## config.mk

```make
export PLATFORM = sky130hd
export DESIGN_NAME = alu_issue_flat
export DESIGN_NICKNAME = d
export VERILOG_FILES = /design/src/rtl/alu_issue_if.sv /design/src/rtl/alu_issue.sv /design/src/flat_wrapper.sv
export SDC_FILE = /design/constraint.sdc
export NUM_CORES = 1
export LEC_CHECK = 0
export BUFFER_PORTS_ARGS = -buffer_cell sky130_fd_sc_hd__buf_2
export CORE_MARGIN = 4
export CORE_UTILIZATION = 43
export CTS_BUF_LIST = sky130_fd_sc_hd__clkbuf_8 sky130_fd_sc_hd__clkbuf_16
export CTS_CLUSTER_DIAMETER = 200
export DETAILED_ROUTE_END_ITERATION = 12
export PLACE_DENSITY_LB_ADDON = 0.15
export REMOVE_ABC_BUFFERS = 1
export SLEW_MARGIN = 30
export SYNTH_ARGS = -nofsm -noshare
export SYNTH_HDL_FRONTEND = slang
export SYNTH_SLANG_ARGS = --single-unit
export TNS_END_PERCENT = 30
```

## constraint.sdc

```tcl
create_clock -name i_clk -period 2.8 [get_ports i_clk]
set_clock_uncertainty 0.1 [all_clocks]
set_input_delay 0.28 -clock i_clk [delete_from_list [all_inputs] [get_ports i_clk]]
set_output_delay 0.28 -clock i_clk [all_outputs]
set_load 0.02 [all_outputs]
```

## src/rtl/alu_issue_if.sv

```systemverilog
// Handshake bundle between a command producer / result consumer and alu_issue.
// The slave modport is the alu_issue side; the master modport is the client side.
interface alu_issue_if #(
    parameter int len_A = 3,
    parameter int len_B = 3,
    parameter int len_F = 3
);
    logic             in_valid;
    logic             in_ready;
    logic [2:0]       in_op;
    logic [len_A-1:0] in_a;
    logic [len_B-1:0] in_b;
    logic             out_valid;
    logic             out_ready;
    logic [len_F-1:0] out_f;
    logic [2:0]       out_op;
    logic             out_err;

    modport master (
        output in_valid, in_op, in_a, in_b, out_ready,
        input  in_ready, out_valid, out_f, out_op, out_err
    );

    modport slave (
        input  in_valid, in_op, in_a, in_b, out_ready,
        output in_ready, out_valid, out_f, out_op, out_err
    );
endinterface

```

## src/rtl/alu_issue.sv

```systemverilog
// Command issue and result capture stage in front of the combinational alu.
// Commands are queued in a small FIFO, issued one at a time on registered
// operand/opcode lines, and the alu result is held until the consumer takes it.
module alu_issue #(
    parameter int len_A = 3,
    parameter int len_B = 3,
    parameter int len_F = 3,
    parameter int DEPTH = 4
) (
    input  logic                       i_clk,
    input  logic                       i_rst,
    alu_issue_if.slave                 bus,
    output logic [len_A-1:0]           o_alu_a,
    output logic [len_B-1:0]           o_alu_b,
    output logic [2:0]                 o_alu_op,
    input  logic [len_F-1:0]           i_alu_f,
    output logic [$clog2(DEPTH):0]     o_count
);
    localparam int AW = $clog2(DEPTH);
    localparam int CW = AW + 1;

    typedef enum logic [1:0] {
        S_IDLE  = 2'd0,
        S_ISSUE = 2'd1,
        S_HOLD  = 2'd2
    } state_t;

    state_t           r_state;
    logic [len_A-1:0] r_alu_a;
    logic [len_B-1:0] r_alu_b;
    logic [2:0]       r_alu_op;
    logic             r_out_valid;
    logic [len_F-1:0] r_out_f;
    logic [2:0]       r_out_op;
    logic             r_out_err;

    logic [2:0]       r_mem_op [DEPTH];
    logic [len_A-1:0] r_mem_a  [DEPTH];
    logic [len_B-1:0] r_mem_b  [DEPTH];
    logic [AW-1:0]    r_wr_ptr;
    logic [AW-1:0]    r_rd_ptr;
    logic [CW-1:0]    r_count;

    logic             w_in_ready;
    logic             w_push;
    logic             w_pop;
    logic             w_fifo_nempty;

    // FIFO accepts while not full; derived only from the registered count.
    assign w_in_ready    = (r_count < CW'(DEPTH));
    assign w_push        = bus.in_valid && w_in_ready;
    assign w_fifo_nempty = (r_count != {CW{1'b0}});

    // Pop decision: the FSM takes the head when it is free to issue a new command.
    always_comb begin
        w_pop = 1'b0;
        case (r_state)
            S_IDLE:  w_pop = w_fifo_nempty;
            S_HOLD:  w_pop = bus.out_ready && w_fifo_nempty;
            S_ISSUE: w_pop = 1'b0;
            default: w_pop = 1'b0;
        endcase
    end

    // FIFO storage write; contents need no reset since pointers gate visibility.
    always_ff @(posedge i_clk) begin
        if (w_push) begin
            r_mem_op[r_wr_ptr] <= bus.in_op;
            r_mem_a[r_wr_ptr]  <= bus.in_a;
            r_mem_b[r_wr_ptr]  <= bus.in_b;
        end
    end

    // FIFO pointers and occupancy; pointers wrap naturally at DEPTH (power of two).
    always_ff @(posedge i_clk) begin
        if (i_rst) begin
            r_wr_ptr <= {AW{1'b0}};
            r_rd_ptr <= {AW{1'b0}};
            r_count  <= {CW{1'b0}};
        end else begin
            if (w_push) begin
                r_wr_ptr <= r_wr_ptr + AW'(1'b1);
            end
            if (w_pop) begin
                r_rd_ptr <= r_rd_ptr + AW'(1'b1);
            end
            case ({w_push, w_pop})
                2'b10:   r_count <= r_count + CW'(1'b1);
                2'b01:   r_count <= r_count - CW'(1'b1);
                default: r_count <= r_count;
            endcase
        end
    end

    // Issue/capture FSM with registered alu operands and held result outputs.
    always_ff @(posedge i_clk) begin
        if (i_rst) begin
            r_state     <= S_IDLE;
            r_alu_a     <= {len_A{1'b0}};
            r_alu_b     <= {len_B{1'b0}};
            r_alu_op    <= 3'd0;
            r_out_valid <= 1'b0;
            r_out_f     <= {len_F{1'b0}};
            r_out_op    <= 3'd0;
            r_out_err   <= 1'b0;
        end else begin
            case (r_state)
                S_IDLE: begin
                    if (w_pop) begin
                        r_alu_a  <= r_mem_a[r_rd_ptr];
                        r_alu_b  <= r_mem_b[r_rd_ptr];
                        r_alu_op <= r_mem_op[r_rd_ptr];
                        r_state  <= S_ISSUE;
                    end else begin
                        r_alu_a  <= {len_A{1'b0}};
                        r_alu_b  <= {len_B{1'b0}};
                        r_alu_op <= 3'd0;
                        r_state  <= S_IDLE;
                    end
                end
                S_ISSUE: begin
                    // Opcode 0 has no defined alu result, so never latch it.
                    r_out_valid <= 1'b1;
                    r_out_op    <= r_alu_op;
                    if (r_alu_op != 3'd0) begin
                        r_out_f   <= i_alu_f;
                        r_out_err <= 1'b0;
                    end else begin
                        r_out_f   <= {len_F{1'b0}};
                        r_out_err <= 1'b1;
                    end
                    r_state <= S_HOLD;
                end
                S_HOLD: begin
                    if (bus.out_ready) begin
                        r_out_valid <= 1'b0;
                        if (w_pop) begin
                            r_alu_a  <= r_mem_a[r_rd_ptr];
                            r_alu_b  <= r_mem_b[r_rd_ptr];
                            r_alu_op <= r_mem_op[r_rd_ptr];
                            r_state  <= S_ISSUE;
                        end else begin
                            r_alu_a  <= {len_A{1'b0}};
                            r_alu_b  <= {len_B{1'b0}};
                            r_alu_op <= 3'd0;
                            r_state  <= S_IDLE;
                        end
                    end else begin
                        r_state <= S_HOLD;
                    end
                end
                default: begin
                    r_state     <= S_IDLE;
                    r_alu_a     <= {len_A{1'b0}};
                    r_alu_b     <= {len_B{1'b0}};
                    r_alu_op    <= 3'd0;
                    r_out_valid <= 1'b0;
                end
            endcase
        end
    end

    assign bus.in_ready  = w_in_ready;
    assign bus.out_valid = r_out_valid;
    assign bus.out_f     = r_out_f;
    assign bus.out_op    = r_out_op;
    assign bus.out_err   = r_out_err;
    assign o_alu_a       = r_alu_a;
    assign o_alu_b       = r_alu_b;
    assign o_alu_op      = r_alu_op;
    assign o_count       = r_count;
endmodule
```

## src/flat_wrapper.sv

```systemverilog
// flat-port wrapper written by rule: the top's interface ports become plain ports
module alu_issue_flat 
#(
    parameter int len_A = 3,
    parameter int len_B = 3,
    parameter int len_F = 3,
    parameter int DEPTH = 4
)
  (i_clk, i_rst, o_alu_a, o_alu_b, o_alu_op, i_alu_f, o_count, bus_in_valid, bus_in_op, bus_in_a, bus_in_b, bus_out_ready, bus_in_ready, bus_out_valid, bus_out_f, bus_out_op, bus_out_err);
  alu_issue_if #(.len_A(len_A), .len_B(len_B), .len_F(len_F)) bus_i ();
  input  logic i_clk;
  input  logic i_rst;
  output logic [len_A-1:0] o_alu_a;
  output logic [len_B-1:0] o_alu_b;
  output logic [2:0] o_alu_op;
  input  logic [len_F-1:0] i_alu_f;
  output logic [$clog2(DEPTH):0] o_count;
  input wire logic [$bits(bus_i.in_valid)-1:0] bus_in_valid;
  input wire logic [$bits(bus_i.in_op)-1:0] bus_in_op;
  input wire logic [$bits(bus_i.in_a)-1:0] bus_in_a;
  input wire logic [$bits(bus_i.in_b)-1:0] bus_in_b;
  input wire logic [$bits(bus_i.out_ready)-1:0] bus_out_ready;
  output wire logic [$bits(bus_i.in_ready)-1:0] bus_in_ready;
  output wire logic [$bits(bus_i.out_valid)-1:0] bus_out_valid;
  output wire logic [$bits(bus_i.out_f)-1:0] bus_out_f;
  output wire logic [$bits(bus_i.out_op)-1:0] bus_out_op;
  output wire logic [$bits(bus_i.out_err)-1:0] bus_out_err;
  assign bus_i.in_valid = bus_in_valid;
  assign bus_i.in_op = bus_in_op;
  assign bus_i.in_a = bus_in_a;
  assign bus_i.in_b = bus_in_b;
  assign bus_i.out_ready = bus_out_ready;
  assign bus_in_ready = bus_i.in_ready;
  assign bus_out_valid = bus_i.out_valid;
  assign bus_out_f = bus_i.out_f;
  assign bus_out_op = bus_i.out_op;
  assign bus_out_err = bus_i.out_err;
  alu_issue #(.len_A(len_A), .len_B(len_B), .len_F(len_F), .DEPTH(DEPTH)) u_core (.i_clk(i_clk), .i_rst(i_rst), .bus(bus_i), .o_alu_a(o_alu_a), .o_alu_b(o_alu_b), .o_alu_op(o_alu_op), .i_alu_f(i_alu_f), .o_count(o_count));
endmodule
```

[Word level (Yosys, flattened, before mapping)]
Memories as Yosys holds them, arrays and structs flattened. A register that Yosys moved wholly into a read port is not among the register bits.
Index checks and enable logic that the tools add are counted.
Cells by class
  reduce and logical (&&, ||, !) cells: 8
  add/sub/neg operators: 4
  $lt $le $gt $ge: 1
  eq/ne operators: 5
  mux-type cells: 26
  bitwise logic cells: 2
Operators by type and width (count)
  3-bit one-hot mux with 3 select lines: 3
  3-bit 2-to-1 mux: 7
  2-bit 2-to-1 mux: 7
  2-bit one-hot mux with 3 select lines: 1
  3-bit one-hot mux with 2 select lines: 1
  3-bit nonzero test: 2
  1-bit 2-to-1 mux: 5
  2-bit by 1-bit adder with 2-bit output (second input constant): 2
  2-bit by 1-bit == test with 1-bit output (second input constant): 2
  2-bit == test (second input constant): 2
  2-bit AND reduction: 2
  3-bit by 1-bit adder with 3-bit output (second input constant): 1
  3-bit less-than comparator (second input constant): 1
  1-bit one-hot mux with 3 select lines: 1
  3-bit by 1-bit subtractor with 3-bit output (second input constant): 1
  1-bit logical AND: 2
  2-bit logical NOT: 1
  2-bit != test (second input constant): 1
  1-bit NOT: 2
  1-bit one-hot mux with 2 select lines: 1
  2-bit nonzero test: 1
Storage, ports and cells
  RAM bits: 36
  word-level logic and storage cells: 60
  flip-flop bits (word level): 26
  memories kept: 3
Memory list
  u_core.r_mem_a: depth 4, width 3, rd ports 1, clocked after Yosys merged registers in 1, write ports 1, line alu_issue.sv:38  | logic [len_A-1:0] r_mem_a [DEPTH];
  u_core.r_mem_b: depth 4, width 3, rd ports 1, clocked after Yosys merged registers in 1, write ports 1, line alu_issue.sv:39  | logic [len_B-1:0] r_mem_b [DEPTH];
  u_core.r_mem_op: depth 4, width 3, rd ports 1, clocked after Yosys merged registers in 1, write ports 1, line alu_issue.sv:37  | logic [2:0] r_mem_op [DEPTH];

[Depth between registers and ports, before layout]
  depth after elaboration: 6
  gate-level depth with buffers: 9
  gate-level depth less buffers: 8

[Worst setup path before layout]
Ideal clock, no wire load.
  path type: register to register
  start point: register u_core.r_count[0], in the netlist u_core.o_count[0]
  end point: register u_core.r_count[2], in the netlist u_core.o_count[2]
  data required time: 2.629 ns
  cell stages (with the launch flop): 9
  path slack: 0.666 ns
  buffers on the path: 0
  library setup time: 0.071 ns
  data arrival time: 1.963 ns
  path through: dfxtp_1 -> nor3_2 -> nor3_1 -> ha_1 -> inv_1 -> fa_1 -> xor2_1 -> or3_1 -> a21oi_1
On the way
  longest elaborated chain between the ends: 5
  elaborated cells on any way between the ends: 11
  those cells by class: 2 x add/sub; 1 x order compare; 2 x eq/ne; 2 x mux; 4 x reduce/logical
RTL lines
  start, declared: line alu_issue.sv:42  | logic [CW-1:0] r_count;
  start signal, assigned: line alu_issue.sv:79  | r_count <= {CW{1'b0}};
  start signal, assigned: line alu_issue.sv:88  | 2'b10: r_count <= r_count + CW'(1'b1);
  start signal, assigned: line alu_issue.sv:89  | 2'b01: r_count <= r_count - CW'(1'b1);
  3-bit nonzero test: line alu_issue.sv:52  | assign w_fifo_nempty = (r_count != {CW{1'b0}});
  1-bit logical AND: line alu_issue.sv:59  | S_HOLD: w_pop = bus.out_ready && w_fifo_nempty;
  1-bit one-hot mux with 2 select lines: line alu_issue.sv:57  | case (r_state)
  2-bit by 1-bit == test with 1-bit output or 2-bit == test (tied branches): line alu_issue.sv:87  | case ({w_push, w_pop})
  3-bit one-hot mux with 2 select lines or 2-bit nonzero test (tied branches)
Parallel ways exist; a longest one is shown, timed or not.
A chain may end at the register's enable or synchronous reset.

[Final worst setup path]
  start point: register u_core.r_count[2], in the netlist u_core.o_count[2]
  end point: register u_core.r_count[2], in the netlist u_core.o_count[2]
Same word-level chain as after synthesis.

==> run summary <==
count of nets after finishing: 222
vias post-DR: 1,413
worst-path fanout max: 6
vias per inst: 5.101
status: finished, final reports clean
first-pass GRT wire length: 7.527 mm
Post-Syn Area: 2430 um2
Crit Path Category: flop to flop
WL final: 4.555 mm
final max-slew violation count: 0
FMAX: 460.3 MHz
Seq cells post-synth: 64
CTS tree: built
DP Wirelength: 2.978 mm
placer's final routability congestion estimate: 0.7041
ranking of synthesized cells by area: edfxtp_1, dfxtp_1, mux4_2, a22o_1, ha_1
yosys warns: 0
Die Area: 6917 um2
WP data arrival: 2.33 ns
Yosys top cell by area: edfxtp_1
max layer used: met4
initial antenna violation count: 0
final period utilization: 77.60%
Pre-antenna DRT Iters: 4
H-tree depth: 3
CTS resizes: 0
Root Driver: clkbuf_8
Sink Count: 64
Clk pin slew, worst setup/hold paths: 0.07 ns
hold_buf cts: 0
post-route ant nets: 0
largest family of logic cells by synthesized area: multiplexers
layout cells sized above 1: 29.76%
Cell Pwr Density: 979.4 nW/um2
xor and xnor area share after synthesis: 1.081%
Final Hold Viols: 0
Compound-Gate Fraction of Synth Area: 7.106%
Remaining Overflow, GRT: 0
Critical Path End Type: flop
post-synth top area share: 44.49%
setup TNS: 0 ns
Seq/Total Area, Yosys: 67.56%
maxcap violations: 0
Setup-failing EPs final: 0
Post-DP Area: 2660 um2
Design Area, Final: 2841 um2
Avg Inst Size Synth: 15.09 um2
die height: 83.17 um
Yosys cell types: 34
total core area: 5507 um2
Die W: 83.17 um
# rows: 27
largest net degree at the start of global routing: 20
wire length per cell: 16.44 um
CTS Buf Count: 9
Area Overhead vs Synth: 16.94%
DRC violation count after routing: 0
initial DRC count: 48
multiplexer share of the synthesized area: 9.217%
simple-gate share of the synthesized area: 8.908%
vias in the first global route: 1,530
Initial Util: 44.13%
Syn Inst Count: 161
Pleak: 1.073 nW
I/O Buffers: 36
CP required: 2.96 ns
relative slew slack: 55.65%
CP startpoint kind: flop
unrepaired setup endpoints after global routing: false
measured slew at the worst slew-check pin: 0.6603 ns
I/O pin count: 37
biggest registers after layout: u_core.r_mem_a (12), u_core.r_mem_b (12), u_core.r_mem_op (12)
Post-CTS Setup Repair Bufs: 0
Tot GR Track Use: 14.50%
met3 wire len: 291 um
routed length on met1: 1.825 mm
# diodes: 0
clock latency on the worst-skew pair: 0.34 ns
post-synthesis adder-cell area fraction: 3.399%
Max VDD drop: 0.3871 mV
HP Class: primary input to flop
post-layout minimum cycle time: 2.173 ns
WL met2: 2.340 mm
maximum root-to-sink buffer count: 2
kinds of logic after synthesis:
family                   count (synthesis)
flip-flops                              64
AND/OR/NAND/NOR                         38
AO/OA/AOI/OAI                           24
buffers and inverters                   15
multiplexers                            11
adder cells (fa/ha/maj)                  6
XOR/XNOR                                 3
layout make-up:
cell class                 count  area [um2]
clock buffer                   9       123.9
fill                         473        2665
multi-input combinational     82       721.9
sequential                    64        1642
clock inverter                 7       57.56
tap                           72       90.09
timing repair buffer          36       180.2
inverter                       7       26.28
cells in the mapped netlist:
cell	number
mux4_2	9
nand2b_1	1
nand2_1	9
fa_1	1
nor2b_1	4
mux2_1	1
xnor2_1	1
nor3_1	2
nor4_4	1
o31ai_1	1
dfxtp_1	28
edfxtp_1	36
a21oi_1	10
or4_1	1
o21ai_0	1
inv_1	7
nand3_1	3
clkbuf_1	4
buf_6	1
a211oi_1	1
buf_2	2
a21oi_4	1
and2_1	4
nor2_1	8
mux2i_1	1
a22o_1	9
buf_1	1
o21a_1	1
ha_1	5
or3_1	2
nor3_2	1
xor2_1	2
or3b_4	1
nor4b_1	1
cell usage in the layout (no fill, tap or decap), types with 2 or more instances in the layout:
cell	count
a21oi_1	10
a22o_1	9
and2_1	4
buf_2	36
clkbuf_8	9
dfxtp_1	28
edfxtp_1	36
ha_1	5
inv_1	10
mux4_2	9
nand2_1	9
nand3_1	3
nor2_1	8
nor2b_1	4
nor3_1	2
or3_1	2
xor2_1	2
worst paths after layout:
path | startpoint | to | slack [ns] | cells after the start
max | u_core.o_count[2] | u_core.o_count[2] | 0.63 | 8
min | bus_in_a[1] | u_core.r_mem_a[2][1] | 0.06 | 1
max reg2reg | u_core.o_count[2] | u_core.o_count[2] | 0.63 | 8
min reg2reg | u_core.bus.out_op[1] | u_core.bus.out_op[1] | 0.35 | 2
per-layer routing:
metal / GRT usage [%] / vias up
li1: - / 675
met1: 16.82 / 686
met2: 23.69 / 42
met3: 4.960 / 10
met4: 7.578 / 0
met5: 0 / -
metrics by stage:
stage | total power, mW | utilization, % | hold WS [ns] | std cells | setup slack (ns)
after detailed placement | 2.079 | 48.31 | 0.3458 | 261 | 0.6192
after global placement | 2.041 | 48.31 | 0.3374 | 261 | 0.7526
final | 2.783 | 51.60 | 0.05704 | 277 | 0.6273
after CTS | 2.818 | 51.60 | 0.04334 | 277 | 0.6013
after global routing | 2.960 | 51.60 | 0.04624 | 277 | 0.5046
after floorplan | 1.846 | - | 0.2491 | 153 | 0.6669
critical path: stages (launching register included):
cell     delay (ns)
dfxtp_1        0.41
nor3_2         0.10
nor3_1         0.21
ha_1           0.22
inv_1          0.06
fa_1           0.37
xor2_1         0.16
or3_1          0.31
a21oi_1        0.15
where the power goes:
group	internal (mW)	total, mW	switching [mW]	leakage, nW
Clock	0.397	0.727	0.330	0.100
Sequential	1.17	1.33	0.155	0.559
Combinational	0.326	0.727	0.401	0.414
Note: power is estimated with default switching activity, not from simulation.
